`config.mk`:
```
export PLATFORM = sky130hd
export DESIGN_NAME = tmds_encoder_multi
export DESIGN_NICKNAME = d
export VERILOG_FILES = /design/src/rtl/tmds_encoder_multi.sv
export SDC_FILE = /design/constraint.sdc
export NUM_CORES = 1
export LEC_CHECK = 0
export ABC_AREA = 1
export BUFFER_PORTS_ARGS = -buffer_cell sky130_fd_sc_hd__buf_2
export CORE_MARGIN = 5
export CORE_UTILIZATION = 60
export DETAILED_ROUTE_END_ITERATION = 6
export PLACE_DENSITY = 0.81
export RECOVER_POWER = 100
export SLEW_MARGIN = 20
export SYNTH_ARGS = -nofsm -noshare
export SYNTH_HDL_FRONTEND = slang
export SYNTH_SLANG_ARGS = --single-unit
export TNS_END_PERCENT = 50
```
`constraint.sdc`:
```
create_clock -name clk_in -period 8.4 [get_ports clk_in]
set_clock_uncertainty 0.05 [all_clocks]
set_input_delay 0.42 -clock clk_in [delete_from_list [all_inputs] [get_ports clk_in]]
set_output_delay 0.42 -clock clk_in [all_outputs]
set_load 0.005 [all_outputs]
```
`src/rtl/tmds_encoder_multi.sv`:
```
// NUM_CH-lane TMDS encoder: DC-balanced 8b/10b video, 2-bit control symbols, optional TERC4.
// Define TMDS_TERC4_EN to encode terc_in on mode 2'b10; otherwise that mode emits control symbols.
module tmds_encoder_multi #(
  parameter int NUM_CH = 3
) (
  input  logic                 clk_in,
  input  logic                 rst_in_n,
  input  logic                 valid_in,
  input  logic [1:0]           mode_in,
  input  logic [8*NUM_CH-1:0]  data_in,
  input  logic [2*NUM_CH-1:0]  ctrl_in,
  input  logic [4*NUM_CH-1:0]  terc_in,
  output logic [10*NUM_CH-1:0] tmds_out,
  output logic                 valid_out
);

  typedef enum logic [1:0] {
    MODE_CTRL  = 2'b00,
    MODE_VIDEO = 2'b01,
    MODE_TERC  = 2'b10,
    MODE_RSVD  = 2'b11
  } mode_e;

  mode_e s1_mode;
  logic  s1_valid;

  function automatic logic [3:0] popcount8(input logic [7:0] v);
    logic [3:0] n;
    n = '0;
    for (int i = 0; i < 8; i++) n = n + {3'b000, v[i]};
    return n;
  endfunction

  // Transition-minimising stage: XNOR chain when the byte is ones-heavy, XOR chain otherwise.
  function automatic logic [8:0] transition_min(input logic [7:0] d);
    logic [3:0] n1;
    logic       use_xnor;
    logic [8:0] q;
    n1       = popcount8(d);
    use_xnor = (n1 > 4'd4) || ((n1 == 4'd4) && !d[0]);
    q        = '0;
    q[0]     = d[0];
    for (int i = 1; i < 8; i++) q[i] = use_xnor ? ~(q[i-1] ^ d[i]) : (q[i-1] ^ d[i]);
    q[8]     = ~use_xnor;
    return q;
  endfunction

  function automatic logic [9:0] ctrl_code(input logic [1:0] c);
    logic [9:0] s;
    case (c)
      2'b00:   s = 10'h354;
      2'b01:   s = 10'h0AB;
      2'b10:   s = 10'h154;
      default: s = 10'h2AB;
    endcase
    return s;
  endfunction

`ifdef TMDS_TERC4_EN
  function automatic logic [9:0] terc_code(input logic [3:0] t);
    logic [9:0] s;
    case (t)
      4'h0: s = 10'h29C;  4'h1: s = 10'h263;  4'h2: s = 10'h2E4;  4'h3: s = 10'h2E2;
      4'h4: s = 10'h171;  4'h5: s = 10'h11E;  4'h6: s = 10'h18E;  4'h7: s = 10'h13C;
      4'h8: s = 10'h2CC;  4'h9: s = 10'h139;  4'hA: s = 10'h19C;  4'hB: s = 10'h2C7;
      4'hC: s = 10'h28E;  4'hD: s = 10'h271;  4'hE: s = 10'h163;  default: s = 10'h2C3;
    endcase
    return s;
  endfunction
`else
  logic unused_terc;
  assign unused_terc = ^terc_in;
`endif

  // Shared valid/mode pipeline; bubbles flow through as s1_valid=0 and never touch lane state.
  always_ff @(posedge clk_in or negedge rst_in_n) begin
    if (!rst_in_n) begin
      s1_valid  <= 1'b0;
      s1_mode   <= MODE_CTRL;
      valid_out <= 1'b0;
    end else begin
      s1_valid  <= valid_in;
      s1_mode   <= mode_e'(mode_in);
      valid_out <= s1_valid;
    end
  end

  for (genvar c = 0; c < NUM_CH; c++) begin : g_lane
    logic [8:0]        qm_q;
    logic [1:0]        ctrl_q;
    logic [9:0]        sym_q, sym_nxt;
    logic signed [4:0] cnt_q, cnt_nxt;
    logic signed [4:0] n1q, n0q, diff;
`ifdef TMDS_TERC4_EN
    logic [3:0]        terc_q;
`endif

    always_ff @(posedge clk_in or negedge rst_in_n) begin
      if (!rst_in_n) begin
        qm_q   <= '0;
        ctrl_q <= '0;
`ifdef TMDS_TERC4_EN
        terc_q <= '0;
`endif
      end else begin
        qm_q   <= transition_min(data_in[8*c +: 8]);
        ctrl_q <= ctrl_in[2*c +: 2];
`ifdef TMDS_TERC4_EN
        terc_q <= terc_in[4*c +: 4];
`endif
      end
    end

    // DC-balance decision: invert the payload whenever that pulls the running disparity toward zero.
    always_comb begin
      n1q     = signed'({1'b0, popcount8(qm_q[7:0])});
      n0q     = 5'sd8 - n1q;
      diff    = n1q - n0q;
      sym_nxt = sym_q;
      cnt_nxt = cnt_q;
      case (s1_mode)
        MODE_VIDEO: begin
          if ((cnt_q == 5'sd0) || (n1q == n0q)) begin
            sym_nxt = {~qm_q[8], qm_q[8], qm_q[8] ? qm_q[7:0] : ~qm_q[7:0]};
            cnt_nxt = qm_q[8] ? (cnt_q + diff) : (cnt_q - diff);
          end else if (((cnt_q > 5'sd0) && (n1q > n0q)) || ((cnt_q < 5'sd0) && (n0q > n1q))) begin
            sym_nxt = {1'b1, qm_q[8], ~qm_q[7:0]};
            cnt_nxt = cnt_q + (qm_q[8] ? 5'sd2 : 5'sd0) - diff;
          end else begin
            sym_nxt = {1'b0, qm_q[8], qm_q[7:0]};
            cnt_nxt = cnt_q + diff - (qm_q[8] ? 5'sd0 : 5'sd2);
          end
        end
`ifdef TMDS_TERC4_EN
        MODE_TERC: begin
          sym_nxt = terc_code(terc_q);
          cnt_nxt = 5'sd0;
        end
`endif
        default: begin
          sym_nxt = ctrl_code(ctrl_q);
          cnt_nxt = 5'sd0;
        end
      endcase
    end

    always_ff @(posedge clk_in or negedge rst_in_n) begin
      if (!rst_in_n) begin
        sym_q <= '0;
        cnt_q <= 5'sd0;
      end else if (s1_valid) begin
        sym_q <= sym_nxt;
        cnt_q <= cnt_nxt;
      end
    end

    assign tmds_out[10*c +: 10] = sym_q;
  end

endmodule

```
==> impl_results.md <==
* Post-synth ARST share at 1.00
* Number of remaining DRC errors at 0
* Die ar. at 13900 µm²
* Quantity of hold-fixing buffers added after cts at 0
* Worst min-delay path category: in -> reg
* Initial DRC Count at ~370
* Final worst-path cycle share at 0.535
* Setup tns final at 0 ns
* Shortest period the worst path allows at about 4.5 ns
* Maximum count of clock buffers along a single path at 2
* Clock tree from TritonCTS: yes
* Worst reg2reg setup slack at around 3.9 ns
* Total overflow reported by the global router at 0
* I/O pin count at 78
* Share of the yosys chip area belonging to registers at 0.295
* Number of pins exceeding their max-slew limit in the final report at 83
* Total of buffers placed on input and output ports at 65
* Mean instance size in the synthesized netlist at about 8 µm²
* Via-per-instance ratio at around 5.2
* Number of library cell types mapped by synthesis at 33
* Flip-flop and latch count after synthesis at between 80 and 90
* ANT cells at 0
* Net count of the finished layout at 1098
* Die Wd at roughly 120 µm
* Hold Violations, Final at 0
* Commonest register cell after synthesis: sky130_fd_sc_hd__dfrtp_1
* Setup Fix Bufs, Post-CTS at 0
* Synth-to-layout area growth at 8.91%
* Setup Viol. Count Final at 0
* Worst-Skew Late Latency at ~0.34 ns
* Initial Util at 0.610
* Root buf cell: sky130_fd_sc_hd__clkbuf_16
* Wirelength per Cell at 13.8 µm
* Gpl congestion at slightly above 0.9
* Sink count of the clock tree at 82
* Net Count, Synth at approximately 1000
* Proportion of layout cells with a drive suffix above 1 at 0.0960
* Met2 GRT Util at 0.380
* Number of enable flip-flop cells after synthesis at 0
* Violated checks: capacitance limit, slew limit
* Max-capacitance violation count at 1
* Post-synth design cell area at 6970 µm²
* DRT antenna net count at 0
* Clock transition at path regs at roughly 0.060 ns
* Site Rows at 39
* Type of destination of the critical path: flop
* Number of resized instances in the post-cts repair step at 0
* Transition time at the pin with the least slew margin at around 4.3 ns
* Highest Clock Rate at about 220 MHz
* TritonCTS Buffers at 9
* Yosys warns at 0
* Critical path data arrival time at approximately 4.6 ns
* Routed via count at between 5000 and 6000
* Number of levels the H-tree was split into at 3
* Layer with the highest usage: met2
* Floorplan core area at between 10000 and 15000 µm²
* Routed Wire Length at ~15000 µm
* Half-perimeter wire length of the detailed placement result at about 12000 µm
* Die height at around 120 µm
* GRT Total Usage at 0.223
* Worst Setup Path Type: reg -> reg
* Kind of start point of the critical path: flop
* 1st-pass router iterations at 5
* Setup repair after global routing missed its margin: no
* Via count of the first global-routing pass at between 5000 and 6000
* Maximum number of pins on one net before global-route repair at 83
* Required arrival time at the worst endpoint at around 8.5 ns
* Worst slew margin relative to its limit at -1.85
* Outcome: complete, but fails checks
* GR Layer Usage met3 at 0.0303
* R2R Path Start: g_lane[1].qm_q[0]$_DFF_PN0_
* Global Route met1 Usage at 0.297
* Number of antenna violations at the first check in global routing at 0
* Wire length of the first global-routing pass at approximately 26000 µm
* Hold wc startpoint: mode_in[1]
* Post-synthesis cell count at roughly 900
* Crit path from: g_lane[1].qm_q[0]$_DFF_PN0_
* Peak fanout along the critical path at 9
[sequential cells by signal, summed over array words and instances (netlist names)]
signal and cells:
s1_valid 1, g_lane.qm_q 27, s1_mode 2, g_lane.sym_q 30, g_lane.cnt_q 15, g_lane.ctrl_q 6
valid_out 1
[layout make-up]
type                            count  area (µm²)
Timing Repair Buffer               65         304
Inverter                          179         672
Fill cell                        1018        3830
Sequential cell                    82        2050
Clock buffer                       10         239
Multi-Input combinational cell    606        4090
Clock inverter                      6        50.0
Tap cell                          143         179
[worst max-delay path: stages, from the launching register on]
cell and delay [ns]:
sky130_fd_sc_hd__dfrtp_1 0.34, sky130_fd_sc_hd__inv_1 0.07, sky130_fd_sc_hd__fa_1 0.57, sky130_fd_sc_hd__fa_1 0.43
sky130_fd_sc_hd__fa_1 0.50, sky130_fd_sc_hd__inv_1 0.05, sky130_fd_sc_hd__ha_1 0.19, sky130_fd_sc_hd__fa_1 0.39
sky130_fd_sc_hd__nand2_1 0.10, sky130_fd_sc_hd__nand2_1 0.13, sky130_fd_sc_hd__ha_1 0.20, sky130_fd_sc_hd__inv_1 0.05
sky130_fd_sc_hd__nand3_1 0.07, sky130_fd_sc_hd__nand2_1 0.13, sky130_fd_sc_hd__nand4_1 0.35, sky130_fd_sc_hd__nand2_1 0.43
sky130_fd_sc_hd__nand2_1 0.10, sky130_fd_sc_hd__nand3_1 0.11, sky130_fd_sc_hd__a21oi_1 0.07
[final timing paths]
| check | end | cells past startpoint |
|---|---|---|
| min in group asynchronous | g_lane[0].sym_q[0]$_DFFE_PN0P_ | 1 |
| worst min-delay path | s1_mode[1]$_DFF_PN0_ | 1 |
| max in group asynchronous | g_lane[2].sym_q[2]$_DFFE_PN0P_ | 1 |
| worst min register to register | g_lane[0].cnt_q[0]$_DFFE_PN0P_ | 2 |
| worst max-delay path | g_lane[1].sym_q[5]$_DFFE_PN0P_ | 18 |
| worst max register to register | g_lane[1].sym_q[5]$_DFFE_PN0P_ | 18 |
[metrics by stage]
step	hold WS, ns	setup WS [ns]	instances	instance area [µm²]	util
after CTS	0.129	4.12	1091	7730	0.677
final	0.132	3.91	1091	7590	0.664
after floorplan	0.0744	4.43	875	6970	-
after detailed placement	0.446	4.16	1075	7440	0.651
after global routing	0.121	3.29	1091	7590	0.664
after global placement	0.435	4.22	1075	7440	0.651
[cell families after synthesis]
logic type,synth area share
AOI/OAI and AO/OA,0.0616
adders and majority gates,0.233
xor gates and xnor gates,0.0568
buffers and inverters,0.101
DFF,0.295
and+or+nand+nor,0.253
[synthesized netlist by cell type, types with 12 or more instances]
master                    count  area [µm²]
sky130_fd_sc_hd__nor2_1      47         176
sky130_fd_sc_hd__inv_1      161         604
sky130_fd_sc_hd__nand2_2     21         131
sky130_fd_sc_hd__nand2_1    191         717
sky130_fd_sc_hd__fa_1        36         721
sky130_fd_sc_hd__inv_2       16        60.1
sky130_fd_sc_hd__a21oi_1     33         165
sky130_fd_sc_hd__ha_1        72         901
sky130_fd_sc_hd__nand3_1    105         526
sky130_fd_sc_hd__dfrtp_1     82        2050
sky130_fd_sc_hd__xor2_1      22         193
sky130_fd_sc_hd__xnor2_1     12         105
[layer usage]
metal / share of wire / up-vias
met1: 0.45 / 2673
li1: - / 2879
met3: 0.040 / 19
met5: 0 / -
met4: 0.013 / 0
met2: 0.50 / 137
[layout by cell type, fill, tap and decap left out, drive strengths merged]
cell	count
o22ai	3
ha	72
buf	48
dfrtp	82
xnor2	12
nand3	105
clkinvlp	2
nand4	9
a21o	6
inv	178
or2	1
clkbuf	27
o31ai	6
clkinv	5
o221ai	6
o211ai	6
o21ai	6
fa	36
nor2	50
nand2	217
a21oi	34
xor2	28
a31oi	3
nand3b	6
Power is not shown: default switching activity piles up to over one toggle a cycle in this logic, so the estimate is an artifact.
